[config.mk]
export PLATFORM = sky130hd
export DESIGN_NAME = eth_udp_tx_arb
export DESIGN_NICKNAME = d
export VERILOG_FILES = /design/src/rtl/eth_udp_tx_arb.sv
export SDC_FILE = /design/constraint.sdc
export NUM_CORES = 1
export LEC_CHECK = 0
export BUFFER_PORTS_ARGS = -buffer_cell sky130_fd_sc_hd__buf_2
export CAP_MARGIN = 15
export CORE_AREA = 4 4 323 325
export DETAILED_ROUTE_END_ITERATION = 6
export DIE_AREA = 0 0 327 329
export PLACE_DENSITY = 0.3
export SLEW_MARGIN = 20
export SYNTH_ARGS = -nofsm -noshare
export SYNTH_HDL_FRONTEND = slang
export SYNTH_SLANG_ARGS = --single-unit
[constraint.sdc]
create_clock -name clk -period 5.5 [get_ports clk]
set_input_delay 1.1 -clock clk [delete_from_list [all_inputs] [get_ports clk]]
set_output_delay 1.1 -clock clk [all_outputs]
set_load 0.05 [all_outputs]
[src/rtl/eth_udp_tx_arb.sv]
// Packet-level round-robin arbiter sharing one IPv4/UDP framer among CHDR streams.
// Holds the winner's destination tuple for the whole packet and truncates oversized packets.
module eth_udp_tx_arb #(
    parameter int unsigned NUM_PORTS        = 4,
    parameter int unsigned DATA_WIDTH       = 64,
    parameter int unsigned MAX_PACKET_BYTES = 8192
) (
    input  logic                            clk,
    input  logic                            rst,
    input  logic [NUM_PORTS-1:0]            port_en,
    input  logic [NUM_PORTS*DATA_WIDTH-1:0] s_tdata,
    input  logic [NUM_PORTS-1:0]            s_tlast,
    input  logic [NUM_PORTS-1:0]            s_tvalid,
    output logic [NUM_PORTS-1:0]            s_tready,
    input  logic [NUM_PORTS*48-1:0]         s_mac_dst,
    input  logic [NUM_PORTS*32-1:0]         s_ip_dst,
    input  logic [NUM_PORTS*16-1:0]         s_udp_dst,
    output logic [DATA_WIDTH-1:0]           m_tdata,
    output logic                            m_tlast,
    output logic                            m_tvalid,
    input  logic                            m_tready,
    output logic [47:0]                     mac_dst,
    output logic [31:0]                     ip_dst,
    output logic [15:0]                     udp_dst,
    output logic [$clog2(NUM_PORTS)-1:0]    grant_port,
    output logic                            busy,
    output logic [15:0]                     trunc_count
);

    localparam int unsigned MAX_BEATS = MAX_PACKET_BYTES / (DATA_WIDTH / 8);
    localparam int unsigned PW        = $clog2(NUM_PORTS);
    localparam int unsigned CW        = $clog2(MAX_BEATS + 1);

    typedef enum logic [1:0] {
        IDLE  = 2'd0,
        PASS  = 2'd1,
        DRAIN = 2'd2
    } state_t;

    state_t          state;
    logic [PW-1:0]   ptr;
    logic [CW-1:0]   beat_cnt;

    logic [DATA_WIDTH-1:0] data_arr [NUM_PORTS];
    logic [47:0]           mac_arr  [NUM_PORTS];
    logic [31:0]           ip_arr   [NUM_PORTS];
    logic [15:0]           udp_arr  [NUM_PORTS];

    // Flatten per-port buses into arrays indexed by port number
    for (genvar g = 0; g < NUM_PORTS; g++) begin : g_unpack
        assign data_arr[g] = s_tdata[g*DATA_WIDTH +: DATA_WIDTH];
        assign mac_arr[g]  = s_mac_dst[g*48 +: 48];
        assign ip_arr[g]   = s_ip_dst[g*32 +: 32];
        assign udp_arr[g]  = s_udp_dst[g*16 +: 16];
    end

    logic [NUM_PORTS-1:0] req;
    logic                 arb_found;
    logic [PW-1:0]        arb_idx;
    logic [PW-1:0]        cand;

    // First requester at or after ptr; scanning from the far end lets the nearest win
    always_comb begin
        req       = s_tvalid & port_en;
        arb_found = 1'b0;
        arb_idx   = '0;
        cand      = '0;
        for (int i = NUM_PORTS - 1; i >= 0; i--) begin
            cand = PW'((int'(ptr) + i) % NUM_PORTS);
            if (req[cand]) begin
                arb_found = 1'b1;
                arb_idx   = cand;
            end
        end
    end

    logic          sel_valid;
    logic          sel_last;
    logic          force_last;
    logic          hs_pass;
    logic          hs_drain;
    logic [PW-1:0] next_ptr;

    assign sel_valid  = s_tvalid[grant_port];
    assign sel_last   = s_tlast[grant_port];
    assign force_last = (beat_cnt == CW'(MAX_BEATS - 1));
    assign hs_pass    = (state == PASS) && sel_valid && m_tready;
    assign hs_drain   = (state == DRAIN) && sel_valid;
    assign next_ptr   = (grant_port == PW'(NUM_PORTS - 1)) ? '0 : grant_port + PW'(1);
    assign busy       = (state != IDLE);

    // Combinational pass-through of the granted stream; DRAIN swallows the tail
    always_comb begin
        m_tdata  = data_arr[grant_port];
        m_tvalid = 1'b0;
        m_tlast  = 1'b0;
        s_tready = '0;
        case (state)
            PASS: begin
                m_tvalid             = sel_valid;
                m_tlast              = sel_last | force_last;
                s_tready[grant_port] = m_tready;
            end
            DRAIN: begin
                s_tready[grant_port] = 1'b1;
            end
            default: ;
        endcase
    end

    always_ff @(posedge clk or posedge rst) begin
        if (rst) begin
            state       <= IDLE;
            ptr         <= '0;
            grant_port  <= '0;
            beat_cnt    <= '0;
            mac_dst     <= '0;
            ip_dst      <= '0;
            udp_dst     <= '0;
            trunc_count <= '0;
        end else begin
            case (state)
                IDLE: begin
                    if (arb_found) begin
                        grant_port <= arb_idx;
                        mac_dst    <= mac_arr[arb_idx];
                        ip_dst     <= ip_arr[arb_idx];
                        udp_dst    <= udp_arr[arb_idx];
                        beat_cnt   <= '0;
                        state      <= PASS;
                    end
                end
                PASS: begin
                    if (hs_pass) begin
                        beat_cnt <= beat_cnt + CW'(1);
                        if (sel_last) begin
                            ptr   <= next_ptr;
                            state <= IDLE;
                        end else if (force_last) begin
                            if (trunc_count != 16'hFFFF)
                                trunc_count <= trunc_count + 16'd1;
                            state <= DRAIN;
                        end
                    end
                end
                DRAIN: begin
                    if (hs_drain && sel_last) begin
                        ptr   <= next_ptr;
                        state <= IDLE;
                    end
                end
                default: state <= IDLE;
            endcase
        end
    end

endmodule

==> results.sh, run 1 <==
export IMPL_status="finished clean"
export IMPL_leakage_uw=0.007425
export IMPL_ios=840
export IMPL_max_freq_ghz=0.2686
export IMPL_clkLatencyLatePin_ns=0.48
export IMPL_cp_top_family="flip-flops"
export IMPL_drt_wl_total_um=58440
export IMPL_ant_nets=0
export IMPL_crit_fanout=37
export IMPL_final_max_slew_violation_count=0
export IMPL_cts_sinks=129
export IMPL_io_buffer_count=839
export IMPL_syn_nets=1486
export IMPL_grt_max_degree=83
export IMPL_drc=0
export IMPL_first_global_vias=11378
export IMPL_routedWlPerCell_um=19.44
export IMPL_num_vias=10637
export IMPL_min_period_ns=3.724
export IMPL_drt_first_pass_iters=4
export IMPL_drtIter0Drc=480
export IMPL_crit_arrival_ns=2.62
export IMPL_end_kind="output pin"
export IMPL_grt_pass1_wl_um=80030
export IMPL_critPathLaunchType="register"
export IMPL_worstPathRequired_ns=4.40
export IMPL_fin_crit_sh_pct=67.70
export IMPL_coreArea_um2=101400
export IMPL_ctsHoldBuffers=0
export IMPL_rows=117
export IMPL_seq_area_frac_synth_pct=34.84
export IMPL_synth_ff_type="dfrtp_1"
export IMPL_setup_viol=0
export IMPL_htreeDepth=4
export IMPL_postCtsSetupRepairBufs=0
export IMPL_cts_made_buffers=17
export IMPL_tightest_slew_ns=0.8554
export IMPL_place_gp_congestion=0.9558
export IMPL_initial_core_util_pct=9.133
export IMPL_p_per_area_nw_per_um2=519.9
export IMPL_synth_area_um2=9265
export IMPL_max_slew_margin_rel_pct=42.97
export IMPL_die_h_um=329
export IMPL_drive_above_1_share_pct=59.13
export IMPL_die_x_um=327
export IMPL_cts_buffer_depth=2
export IMPL_grt_overflow=0
export IMPL_crit_path_max_incr_delay_ns=0.87
export IMPL_fin_setup_tns_ns=0
export IMPL_worst_setup_path_type="reg2out"
export IMPL_cts_root_buf="clkbuf_16"
export IMPL_ir_drop_uv=211.8
export IMPL_r2r_slack_ns=2.63
export IMPL_path_buf_inv=1
export IMPL_finalClockSkew_ns=0.02012
export IMPL_final_nets=2283
export IMPL_fin_util_pct=15.44
export IMPL_ys_ff_latch=129
export IMPL_drv_cap=0
export IMPL_cts_clk_slew_worst_paths_ns=0.07
export IMPL_cts_tree="done"
export IMPL_cts_resized=0
export IMPL_slowest_stage="dfrtp_4"
export IMPL_path_cells="mux4_2 -> a31oi_1 -> nor2b_1 -> buf_2"
export IMPL_holdCritPathClass="reg2reg"
export IMPL_die_area_um2=107600
export IMPL_finalHoldViolations=0
export IMPL_synth_edf_count=0
export IMPL_yosys_warnings=0
export IMPL_async_reset_ff_share_pct=100.0
export IMPL_grtUsageTotal_pct=10.37
export IMPL_synth_cells=822
export IMPL_synth_cell_types=46
export IMPL_rsz0062_at_grt="no"
export IMPL_syn_avg_cell_area_um2=11.27
export IMPL_place_hpwl_um=49180
export IMPL_avgViaCountPerCell=3.539
export IMPL_antenna_found_initial=22
export IMPL_area_growth_pct=69.07
through the flow:
stage | cells | hold WS [ns] | setup WS [ns] | cell area (µm²) | total power, µW
after detailed placement | 2968 | 0.4704 | 1.638 | 15040 | 6993
after CTS | 3000 | 0.4882 | 1.650 | 15650 | 8339
after floorplan | 822 | 0.4455 | 0.9590 | 9265 | 5414
final | 3006 | 0.4821 | 1.776 | 15670 | 8144
after global routing | 3001 | 0.5036 | 1.577 | 15650 | 8614
after global placement | 2968 | 0.4668 | 1.694 | 15040 | 6979
tightest hold or removal path, delay by kind of cell (launching register included):
family           cells  cell delay (ns)
AO/OA/AOI/OAI        1             0.06
flip-flops           1             0.33
AND/OR/NAND/NOR      1             0.05
cells in the final DEF, fill, tap and decap left out, drive strengths merged, types with 5 or more instances in the layout:
cell / instances
a21oi: 6
nand4: 8
nand2: 119
o221ai: 96
nand2b: 5
inv: 11
nand3: 18
mux2i: 192
and2: 7
a31oi: 9
clkinv: 5
mux4: 66
nor3: 6
ha: 9
xnor2: 14
clkbuf: 20
diode: 6
dfrtp: 129
mux2: 5
buf: 853
nor2: 10
and3: 5
per-layer routing:
layer | track usage, % | part of all wire, % | vias up
li1 | - | - | 4827
met4 | 3.006 | 1.8 | 18
met3 | 4.405 | 9.5 | 66
met1 | 11.89 | 39 | 5179
met2 | 17.62 | 49 | 547
met5 | 0 | 0.19 | -
final cells by class:
cell class | count | area [µm²]
fill | 11519 | 85780
clock inverter | 12 | 157.7
tap | 1368 | 1712
antenna | 6 | 15.01
timing repair buffer | 853 | 4354
inverter | 10 | 42.54
multi-input combinational | 608 | 5692
clock buffer | 20 | 456.7
sequential | 129 | 3236
cells in the mapped netlist, drive strengths merged, types with 2 or more instances:
cell    number  area (µm²)
mux4        66        1486
a31oi        9       56.30
a41oi        4       35.03
nor2b        3       18.77
nand3       18       95.09
dfrtp      129        3228
nand2      119       446.7
a22o         2       17.52
nor2        10       37.54
o221ai      96       840.8
clkbuf      36       136.4
buf         39       198.9
ha           9       112.6
and2         7       43.79
o21ai        4       20.02
and3         5       31.28
nor3         6       35.03
a21oi        6       30.03
o31ai        2       15.01
and4         2       17.52
mux2         5       56.30
nand2b       5       31.28
xnor2       14       122.6
a22oi        2       15.01
mux2i      192        1922
nand4        8       50.05
a21boi       2       15.01
inv         10       37.54
registers in the layout (all words and copies together), names as in the netlist:
| register | count |
|---|---|
| mac_dst | 48 |
| ip_dst | 32 |
| trunc_count | 16 |
| udp_dst | 16 |
| beat_cnt | 11 |
| grant_port | 2 |
| ptr | 2 |
| state | 2 |
power by group:
part	total, µW	internal [µW]	switching, µW
Sequential	1670	1330	339
Combinational	5230	1540	3700
Clock	1250	737	510
cells by family after synthesis:
logic type,share of synthesized area [%]
AO/OA/AOI/OAI,11.99
XOR/XNOR,1.418
adder cells (fa/ha/maj),1.215
buffers and inverters,4.024
flip-flops,34.84
multiplexers,37.39
AND/OR/NAND/NOR,9.116
worst paths after layout:
path | to | startpoint | depth (start not counted)
max | m_tlast | grant_port[0]$_DFFE_PP0P_ | 4
min | udp_dst[8]$_DFFE_PP0P_ | udp_dst[8]$_DFFE_PP0P_ | 2
max reg2reg | trunc_count[1]$_DFFE_PP0P_ | grant_port[0]$_DFFE_PP0P_ | 4
min reg2reg | udp_dst[8]$_DFFE_PP0P_ | udp_dst[8]$_DFFE_PP0P_ | 2
max in group asynchronous | trunc_count[15]$_DFFE_PP0P_ | rst | 3
min in group asynchronous | mac_dst[33]$_DFFE_PP0P_ | rst | 2
(Power assumes the default switching activity.)
==> run 2: changes to the inputs <==
==> constraint.sdc (replaced) <==
create_clock -name clk -period 3.7 [get_ports clk]
set_input_delay 0.74 -clock clk [delete_from_list [all_inputs] [get_ports clk]]
set_output_delay 0.74 -clock clk [all_outputs]
set_load 0.05 [all_outputs]
==> run 2 against run 1 <==
Global-route usage is 0.64 points higher. Clock power grew 48%. Critical path depth is 1 lower. Sequential cell count did not move. Total power is 50% higher. Utilization is 0.11 points higher. Via count increased by 0.64%. Final cell count grew 0.20%.
==> results.sh, run 2 (synthesis gave the netlist of run 1 again) <==
export IMPL_cp_top_family="flip-flops"
export IMPL_grt_overflow=0
export IMPL_r2r_slack_ns=1.13
export IMPL_reg_top3="mac_dst (48), ip_dst (32)"
export IMPL_final_max_slew_violation_count=0
export IMPL_postCtsSetupRepairBufs=0
export IMPL_cts_buffer_depth=2
export IMPL_max_freq_ghz=0.3215
export IMPL_die_h_um=329
export IMPL_top_register="mac_dst"
export IMPL_area_growth_pct=70.29
export IMPL_setup_ws_ns=0.5898
export IMPL_num_fill_cells=11538
export IMPL_ios=840
export IMPL_place_ws_ns=0.7919
export IMPL_setup_viol=0
export IMPL_fin_crit_sh_pct=84.06
export IMPL_drc=0
export IMPL_drtIter0Drc=574
export IMPL_place_hpwl_um=51370
export IMPL_slowest_stage="dfrtp_4"
export IMPL_avgViaCountPerCell=3.554
export IMPL_path_buf_inv=2
export IMPL_htreeDepth=4
export IMPL_crit_arrival_ns=2.37
export IMPL_place_gp_congestion=0.9143
export IMPL_max_slew_margin_rel_pct=44.49
export IMPL_rr_worst_depth=5
export IMPL_drv_cap=0
export IMPL_cts_root_buf="clkbuf_16"
export IMPL_rsz0062_at_grt="no"
export IMPL_crit_path_max_incr_delay_ns=0.65
export IMPL_die_x_um=327
export IMPL_leakage_uw=0.007482
export IMPL_finalHoldViolations=0
export IMPL_routedWlPerCell_um=20.49
export IMPL_critPathLaunch="grant_port[0]$_DFFE_PP0P_"
export IMPL_drive_above_1_share_pct=59.30
export IMPL_worstPathRequired_ns=2.96
export IMPL_cts_made_buffers=17
export IMPL_final_common_cell="buf_2"
export IMPL_cp_num_cells=3
export IMPL_largest_reg_flops=48
export IMPL_num_vias=10705
export IMPL_cts_resized=0
export IMPL_first_global_vias=11597
export IMPL_antenna_found_initial=25
export IMPL_ir_drop_uv=325.8
export IMPL_drt_first_pass_iters=7
export IMPL_grt_pass1_wl_um=84430
export IMPL_path_cells="buf_12 -> mux4_2 -> buf_2"
export IMPL_fin_util_pct=15.55
export IMPL_drt_wl_total_um=61710
export IMPL_crit_end="m_tdata[51]"
export IMPL_min_period_ns=3.110
export IMPL_cts_clk_slew_worst_paths_ns=0.07
export IMPL_fin_setup_tns_ns=0
export IMPL_cts_tree="done"
export IMPL_critPathLaunchType="register"
export IMPL_coreArea_um2=101400
export IMPL_grtUsageTotal_pct=11.01
export IMPL_die_area_um2=107600
export IMPL_tightest_slew_ns=0.8326
export IMPL_status="finished clean"
export IMPL_holdCritPathClass="in2async"
export IMPL_finalClockSkew_ns=0.02464
export IMPL_worst_setup_path_type="reg2out"
export IMPL_rows=117
export IMPL_end_kind="output pin"
export IMPL_p_per_area_nw_per_um2=776.2
export IMPL_clkLatencyLatePin_ns=0.49
export IMPL_postLayoutCellArea_um2=15780
export IMPL_io_buffer_count=839
export IMPL_initial_core_util_pct=9.133
export IMPL_final_nets=2290
export IMPL_ant_nets=0
export IMPL_rr_startpoint="state[1]$_DFFE_PP0P_"
export IMPL_grt_max_degree=100
export IMPL_ctsHoldBuffers=0
export IMPL_r2r_end="trunc_count[1]$_DFFE_PP0P_"
export IMPL_post_dp_cell_area_um2=15160
export IMPL_layout_common_cells="839 x buf_2, 192 x mux2i_1, 127 x dfrtp_1"
export IMPL_cts_sinks=129
export IMPL_crit_fanout=34
-- run 2: power by group --
group | total, µW | internal (µW) | switching, µW
sequential | 2350 | 1970 | 381
combinational | 8040 | 2340 | 5690
clock | 1850 | 1080 | 777
-- run 2: through the flow --
step	total power [µW]	std cells	hold WS [ns]
2_1_floorplan	8049	822	0.4455
4_1_cts	12560	3007	0.1437
5_1_grt	12970	3010	0.1897
6_report	12250	3012	0.2205
3_3_place_gp	10550	2975	0.4668
3_5_place_dp	10570	2975	0.4676
-- run 2: how the worst min path moves through the flow --
stage | startpoint | end | depth (start not counted)
2_1_floorplan | beat_cnt[10]$_DFFE_PP0P_ | beat_cnt[10]$_DFFE_PP0P_ | 1
3_3_place_gp | ip_dst[5]$_DFFE_PP0P_ | ip_dst[5]$_DFFE_PP0P_ | 2
3_5_place_dp | mac_dst[39]$_DFFE_PP0P_ | mac_dst[39]$_DFFE_PP0P_ | 2
4_1_cts | rst | mac_dst[32]$_DFFE_PP0P_ | 2
5_1_grt | rst | mac_dst[32]$_DFFE_PP0P_ | 2
6_report | rst | mac_dst[32]$_DFFE_PP0P_ | 2
-- run 2: cell type report --
| class | count | area [µm²] | share of cell area, % |
|---|---|---|---|
| Clock buffer | 19 | 442.9 | 2.807 |
| Timing Repair Buffer | 860 | 4482 | 28.41 |
| Clock inverter | 13 | 160.2 | 1.015 |
| Sequential cell | 129 | 3236 | 20.51 |
| Antenna cell | 5 | 12.51 | 0.07930 |
| Multi-Input combinational cell | 608 | 5692 | 36.07 |
| Inverter | 10 | 41.29 | 0.2617 |
| Tap cell | 1368 | 1712 | 10.85 |
-- run 2: layer usage --
layer  track usage, %  part of all wire, %  vias to the layer above
met3            4.887                   10                       66
met2            18.94                   50                      556
met4            2.689                  1.3                       28
met1            12.50                   38                     5203
met5                0                 0.26                        -
li1                 -                    -                     4852
-- run 2: worst reg2reg max path: stages (launching register included) --
cell and delay, ns:
dfrtp_1 0.40, inv_1 0.08, ha_1 0.56, nand3_2 0.25
a2111oi_4 0.76, mux2_2 0.41
